## config.mk

```make
export PLATFORM = sky130hd
export DESIGN_NAME = exec_sequencer
export DESIGN_NICKNAME = d
export VERILOG_FILES = /design/src/rtl/exec_seq_pkg.sv /design/src/rtl/exec_sequencer_mul.sv /design/src/rtl/exec_sequencer.sv
export SDC_FILE = /design/constraint.sdc
export NUM_CORES = 1
export LEC_CHECK = 0
export ABC_CLOCK_PERIOD_IN_PS = 2300
export CAP_MARGIN = 20
export CORE_ASPECT_RATIO = 0.6
export CORE_UTILIZATION = 45
export CTS_BUF_LIST = sky130_fd_sc_hd__clkbuf_8
export DETAILED_ROUTE_END_ITERATION = 7
export MAX_ROUTING_LAYER = met4
export PLACE_DENSITY = 0.82
export SLEW_MARGIN = 20
export SYNTH_ARGS = -nofsm -noshare
export SYNTH_HDL_FRONTEND = slang
export SYNTH_SLANG_ARGS = --single-unit
```

## constraint.sdc

```tcl
create_clock -name clk -period 2.3 [get_ports clk]
set_input_delay 0.23 -clock clk [delete_from_list [all_inputs] [get_ports clk]]
set_output_delay 0.23 -clock clk [all_outputs]
set_load 0.01 [all_outputs]
```

## src/rtl/exec_seq_pkg.sv

```systemverilog
// Shared encodings for the Execute-stage sequencer: FSM states, request kinds,
// aluMux selects and the ALU opcodes the sequencer issues on its own.
package exec_seq_pkg;

    typedef logic [2:0] seqState_t;

    localparam seqState_t ST_IDLE = 3'd0;
    localparam seqState_t ST_ALU  = 3'd1;
    localparam seqState_t ST_CMP  = 3'd2;
    localparam seqState_t ST_MUL  = 3'd3;
    localparam seqState_t ST_RESP = 3'd4;

    localparam logic [1:0] KIND_ALU = 2'b00;
    localparam logic [1:0] KIND_CMP = 2'b01;
    localparam logic [1:0] KIND_MUL = 2'b10;
    localparam logic [1:0] KIND_RSV = 2'b11;

    localparam logic [1:0] MUX_REG  = 2'b00;
    localparam logic [1:0] MUX_IMM  = 2'b01;
    localparam logic [1:0] MUX_ZERO = 2'b10;

    // Must match the ALU decoder's encodings for add and subtract.
    localparam logic [3:0] OP_ADD = 4'd0;
    localparam logic [3:0] OP_SUB = 4'd1;

endpackage

```

## src/rtl/exec_sequencer_mul.sv

```systemverilog
// Shift-add multiplier state: accumulator, shifting multiplicand and multiplier.
// The add itself is done by the external ALU; its sum comes back on sum.
module mul_datapath #(
    parameter int DBITS = 32
) (
    input  logic             clk,
    input  logic             reset_n,
    input  logic             load,
    input  logic             step,
    input  logic [DBITS-1:0] loadMcand,
    input  logic [DBITS-1:0] loadMplier,
    input  logic [DBITS-1:0] sum,
    output logic [DBITS-1:0] acc,
    output logic [DBITS-1:0] mcand,
    output logic [DBITS-1:0] mplier
);

    // NOTE: state uses non-blocking assignments so every register samples the
    // pre-edge values of the others; blocking here would chain acc/mcand/mplier.
    // NOTE: these registers are reset so an aborted multiply leaves nothing behind.
    always_ff @(posedge clk) begin
        if (!reset_n) begin
            acc    <= '0;
            mcand  <= '0;
            mplier <= '0;
        end else if (load) begin
            acc    <= '0;
            mcand  <= loadMcand;
            mplier <= loadMplier;
        end else if (step) begin
            if (mplier[0])
                acc <= sum;
            mcand  <= mcand << 1;
            mplier <= mplier >> 1;
        end
    end

endmodule

```

## src/rtl/exec_sequencer.sv

```systemverilog
// Multi-cycle sequencer feeding the Execute stage: single-cycle ALU ops,
// branch compares and shift-add multiplies, one outstanding request at a time.
module exec_sequencer
    import exec_seq_pkg::*;
#(
    parameter int OPCODE_BIT_WIDTH = 4,
    parameter int DBITS            = 32
) (
    input  logic                        clk,
    input  logic                        reset_n,
    input  logic                        req_valid,
    output logic                        req_ready,
    input  logic [1:0]                  req_kind,
    input  logic [OPCODE_BIT_WIDTH-1:0] req_op,
    input  logic [1:0]                  req_src,
    input  logic [DBITS-1:0]            req_a,
    input  logic [DBITS-1:0]            req_b,
    input  logic [DBITS-1:0]            req_imm,
    output logic [DBITS-1:0]            ex_reg1,
    output logic [DBITS-1:0]            ex_reg2,
    output logic [DBITS-1:0]            ex_imm,
    output logic [1:0]                  ex_alumux,
    output logic [OPCODE_BIT_WIDTH-1:0] ex_opalu,
    output logic [3:0]                  ex_opcond,
    input  logic [DBITS-1:0]            ex_outalu,
    input  logic                        ex_outcond,
    output logic                        rsp_valid,
    input  logic                        rsp_ready,
    output logic [DBITS-1:0]            rsp_data,
    output logic                        rsp_taken,
    output logic                        busy
);

    seqState_t                   state;
    logic [OPCODE_BIT_WIDTH-1:0] opReg;
    logic [1:0]                  srcReg;
    logic [DBITS-1:0]            aReg, bReg, immReg;
    logic [DBITS-1:0]            rspData;
    logic                        rspTaken;
    logic [DBITS-1:0]            acc, mcand, mplier;
    logic                        mulLoad, mulStep;

    assign mulLoad = (state == ST_IDLE) && req_valid && (req_kind == KIND_MUL);
    assign mulStep = (state == ST_MUL) && (mplier != '0);

    mul_datapath #(.DBITS(DBITS)) mulDp (
        .clk        (clk),
        .reset_n    (reset_n),
        .load       (mulLoad),
        .step       (mulStep),
        .loadMcand  (req_a),
        .loadMplier ((req_src == MUX_IMM) ? req_imm : req_b),
        .sum        (ex_outalu),
        .acc        (acc),
        .mcand      (mcand),
        .mplier     (mplier)
    );

    always_ff @(posedge clk) begin
        if (!reset_n) begin
            state    <= ST_IDLE;
            opReg    <= '0;
            srcReg   <= MUX_REG;
            aReg     <= '0;
            bReg     <= '0;
            immReg   <= '0;
            rspData  <= '0;
            rspTaken <= 1'b0;
        end else begin
            case (state)
                ST_IDLE: if (req_valid) begin
                    opReg  <= req_op;
                    srcReg <= req_src;
                    aReg   <= req_a;
                    bReg   <= req_b;
                    immReg <= req_imm;
                    case (req_kind)
                        KIND_ALU: state <= ST_ALU;
                        KIND_CMP: state <= ST_CMP;
                        KIND_MUL: state <= ST_MUL;
                        default: begin
                            rspData  <= '0;
                            rspTaken <= 1'b0;
                            state    <= ST_RESP;
                        end
                    endcase
                end
                ST_ALU: begin
                    rspData  <= ex_outalu;
                    rspTaken <= 1'b0;
                    state    <= ST_RESP;
                end
                ST_CMP: begin
                    rspData  <= ex_outalu;
                    rspTaken <= ex_outcond;
                    state    <= ST_RESP;
                end
                ST_MUL: if (mplier == '0) begin
                    rspData  <= acc;
                    rspTaken <= 1'b0;
                    state    <= ST_RESP;
                end
                ST_RESP: if (rsp_ready) state <= ST_IDLE;
                default: state <= ST_IDLE;
            endcase
        end
    end

    // NOTE: every output gets a default before the case so no latch is inferred.
    always_comb begin
        ex_reg1   = '0;
        ex_reg2   = '0;
        ex_imm    = '0;
        ex_alumux = MUX_REG;
        ex_opalu  = OPCODE_BIT_WIDTH'(OP_ADD);
        ex_opcond = 4'd0;
        case (state)
            ST_ALU, ST_CMP: begin
                ex_reg1   = aReg;
                ex_reg2   = bReg;
                ex_imm    = immReg;
                ex_alumux = srcReg;
                ex_opalu  = (state == ST_CMP) ? OPCODE_BIT_WIDTH'(OP_SUB) : opReg;
                ex_opcond = (state == ST_CMP) ? opReg[3:0] : 4'd0;
            end
            ST_MUL: begin
                ex_reg1 = acc;
                ex_reg2 = mcand;
            end
            default: ;
        endcase
    end

    assign req_ready = (state == ST_IDLE);
    assign busy      = (state != ST_IDLE);
    assign rsp_valid = (state == ST_RESP);
    assign rsp_data  = rspData;
    assign rsp_taken = rspTaken;

endmodule

```

==> flow_summary_export.csv <==
group,metric,value,unit
route,remaining_drc_errors,0,
synth,yosys_register_bits,234,
timing,drv_slew,0,
route,viasPerCell,5.62,
die,rows,43,
synth,synth_top_area_share,44.2,%
grt,grt_pass1_wl,54900,um
synth,synth.most_common_cell,"nand2_1",
clock_tree,htreeDepth,2,
setup_path,crit_top_cell,"buf_12",
setup_path,critPathBufInv,4,
timing,fin_crit,2230,ps
synth,syn_area,10600,um2
route,wl,35800,um
route,wire_per_inst,19.6,um
synth,yosys_warnings,0,
timing,setup_viol,0,
setup_path,cp-start-kind,"register",
min_path,hp-start,"reset_n",
timing,skew,21.7,ps
power_and_ir_drop,ir_drop,367,uV
placed_design,routabilityCongestion,0.881,
route,antenna_left,0,
die,boundaryPins,283,
route,vias,10200,
grt,grt_max_degree,92,
cells_and_area,syn2layout_area_growth,40.2,%
timing,worst_pin_slew,697,ps
setup_path,arrival,2000,ps
timing,whs,233,ps
flow_run,max-cap-violations,0,
synth,synth.distinct_cells,37,
cells_and_area,drive_above_1_share,10.4,%
grt,global_route.overflow_total,0,
power_and_ir_drop,p_total,9.78,mW
synth,synth_edf_count,0,
synth,synth_seq_area_share,44.2,%
placed_design,placed_cells,1738,
die,chipWidth,200,um
timing,tns,0,ps
timing,period_share,97.1,%
synth,postSynthCellCount,1225,
synth,async_flop_share,0,%
status,status,"complete, no violations",
setup_path,cp_slowest_stage_delay,370,ps
die,initial_core_util,45.9,%
setup_path,timing.rr.start,"mulDp.mplier[4]",
power_and_ir_drop,p_leak,6.58,nW
grt,antenna_found_initial,1,
setup_path,crit_family,"buffers and inverters",
timing,finalHoldViolCount,0,
setup_path,crit_type,"reg -> out",
clock_tree,clockBufferDepth,3,
route,drtPass1Iterations,5,
power_and_ir_drop,p_per_area,658,nW/um2
die,chipHeight,121,um
synth,synthTopCellsByCount,"nand2_1 (240), dfxtp_1 (234), a21boi_0 (104), a22o_1 (71), clkbuf_1 (65)",
synth,synth_area_leaders,"dfxtp_1 (44%), nand2_1 (8.5%), a21boi_0 (7.4%)",
setup_path,crit_path_start,"state[1]",
setup_path,cp-end-kind,"primary output",
clock_tree,clk_latency,520,ps
clock_tree,cts-hold-fix-buffers,0,
setup_path,cp.required,2070,ps
clock_tree,clkSinkCount,234,
setup_path,critPathMaxFanout,18,
clock_tree,cts_tree,"yes",
placed_design,hpwl,23400,um
clock_tree,cts-root-buf,"clkbuf_8",
clock_tree,cts_buffers,37,
die,die_area,24200,um2
placed_design,port_buffers,282,
setup_path,slowest_stage,"dfxtp_4",
cells_and_area,nets,1623,
setup_path,worstPathCellList,"xnor2_4, nor2_4, buf_12, buf_12, buf_16, and2_1, dlygate4sd2_1",
synth,yosys_most_used_dff,"dfxtp_1",
route,first_iter_violations,761,
min_path,hold_path_class,"in -> reg",
synth,syn_nets,1369,
die,core-area,23100,um2
timing,fmax,0.448,GHz
clock_tree,cts.clk_slew.worst_paths,60,ps
grt,grt_pass1_vias,9797,
cells_and_area,fin_area,14900,um2
placed_design,place_area,13900,um2
synth,synth_top_cell_by_area,"dfxtp_1",
synth,syn_area_per_cell,8.65,um2
cells_and_area,fin_cells,1823,
timing,timing.slew.headroom,53.5,%
grt,grt_usage,29.5,%
-- cells by family after synthesis --
logic type	count (synthesis)	share of synthesized area, %
flops	234	44.2
xor+xnor	1	0.0827
compound gates	377	26.4
simple gates	424	17.7
buf+inv	122	4.92
mux	64	6.34
fa+ha+maj	3	0.354
-- worst reg2reg max path, delay by kind of cell, from the launching register on --
family / cells / cell delay (ps)
compound gates: 3 / 760
flops: 1 / 330
simple gates: 2 / 730
buf+inv: 1 / 180
-- through the flow --
stage	worst slack, ps	utilization (%)
2_1_floorplan	549	-
3_3_place_gp	163	60.0
3_5_place_dp	114	60.0
4_1_cts	-25.9	64.1
5_1_grt	-1.63	64.4
6_report	66.6	64.4
-- state kept, by name, indices dropped and copies added (netlist names) --
signal,flops
srcReg,2
aReg,32
immReg,32
state,3
opReg,4
rsp_data,32
mulDp.mplier,32
rsp_taken,1
mulDp.acc,32
bReg,32
mulDp.mcand,32
-- metal layers --
layer  up-vias  track usage (%)  wire (um)
li1       4846                -          -
met4         0             6.59        595
met3        48             7.81       3050
met1      4904             40.5      16600
met5         -                -          0
met2       443             43.2      15500
-- worst paths after layout --
kind                      to  cells after the start  slack, ps
min             rsp_data[14]                      2        230
max               ex_imm[14]                      7         70
max reg2reg  mulDp.mcand[14]                      6        180
min reg2reg        srcReg[1]                      2        460
-- layout make-up --
cell class,instances,area [um2]
multi-input combinational,869,5490
tap,315,394
inverter,3,11.3
clock inverter,18,76.3
antenna,3,7.51
fill,1918,8220
timing repair buffer,334,3540
clock buffer,47,647
sequential,234,4690
-- cell usage in the layout (no fill, tap or decap), types with 19 or more instances in the layout --
cell	n
a21boi_0	104
a21oi_1	60
a22o_1	71
a22oi_1	32
and2_1	42
buf_12	23
clkbuf_8	47
clkdlybuf4s50_1	174
dfxtp_1	232
dlygate4sd2_1	75
mux2_2	25
mux2i_1	39
nand2_1	238
nand3_1	34
nor2_1	53
nor3_1	20
o211a_1	32
o21ai_0	31
o221ai_1	19
-- power breakdown --
part | internal, mW | switching, mW | total (mW)
combinational | 0.872 | 0.919 | 1.79
clock | 1.83 | 1.65 | 3.48
sequential | 4.32 | 0.182 | 4.51
total | 7.03 | 2.75 | 9.78
-- timing repair --
| action | CTS | global route |
|---|---|---|
| cloned | 6 | 0 |
| resized for setup | 141 | 31 |
| setup buffers | 10 | 1 |
| setup endpoints to repair | 107 | 131 |
| pin swaps | 2 | 1 |
No activity file was read; power rests on OpenSTA's default activity.
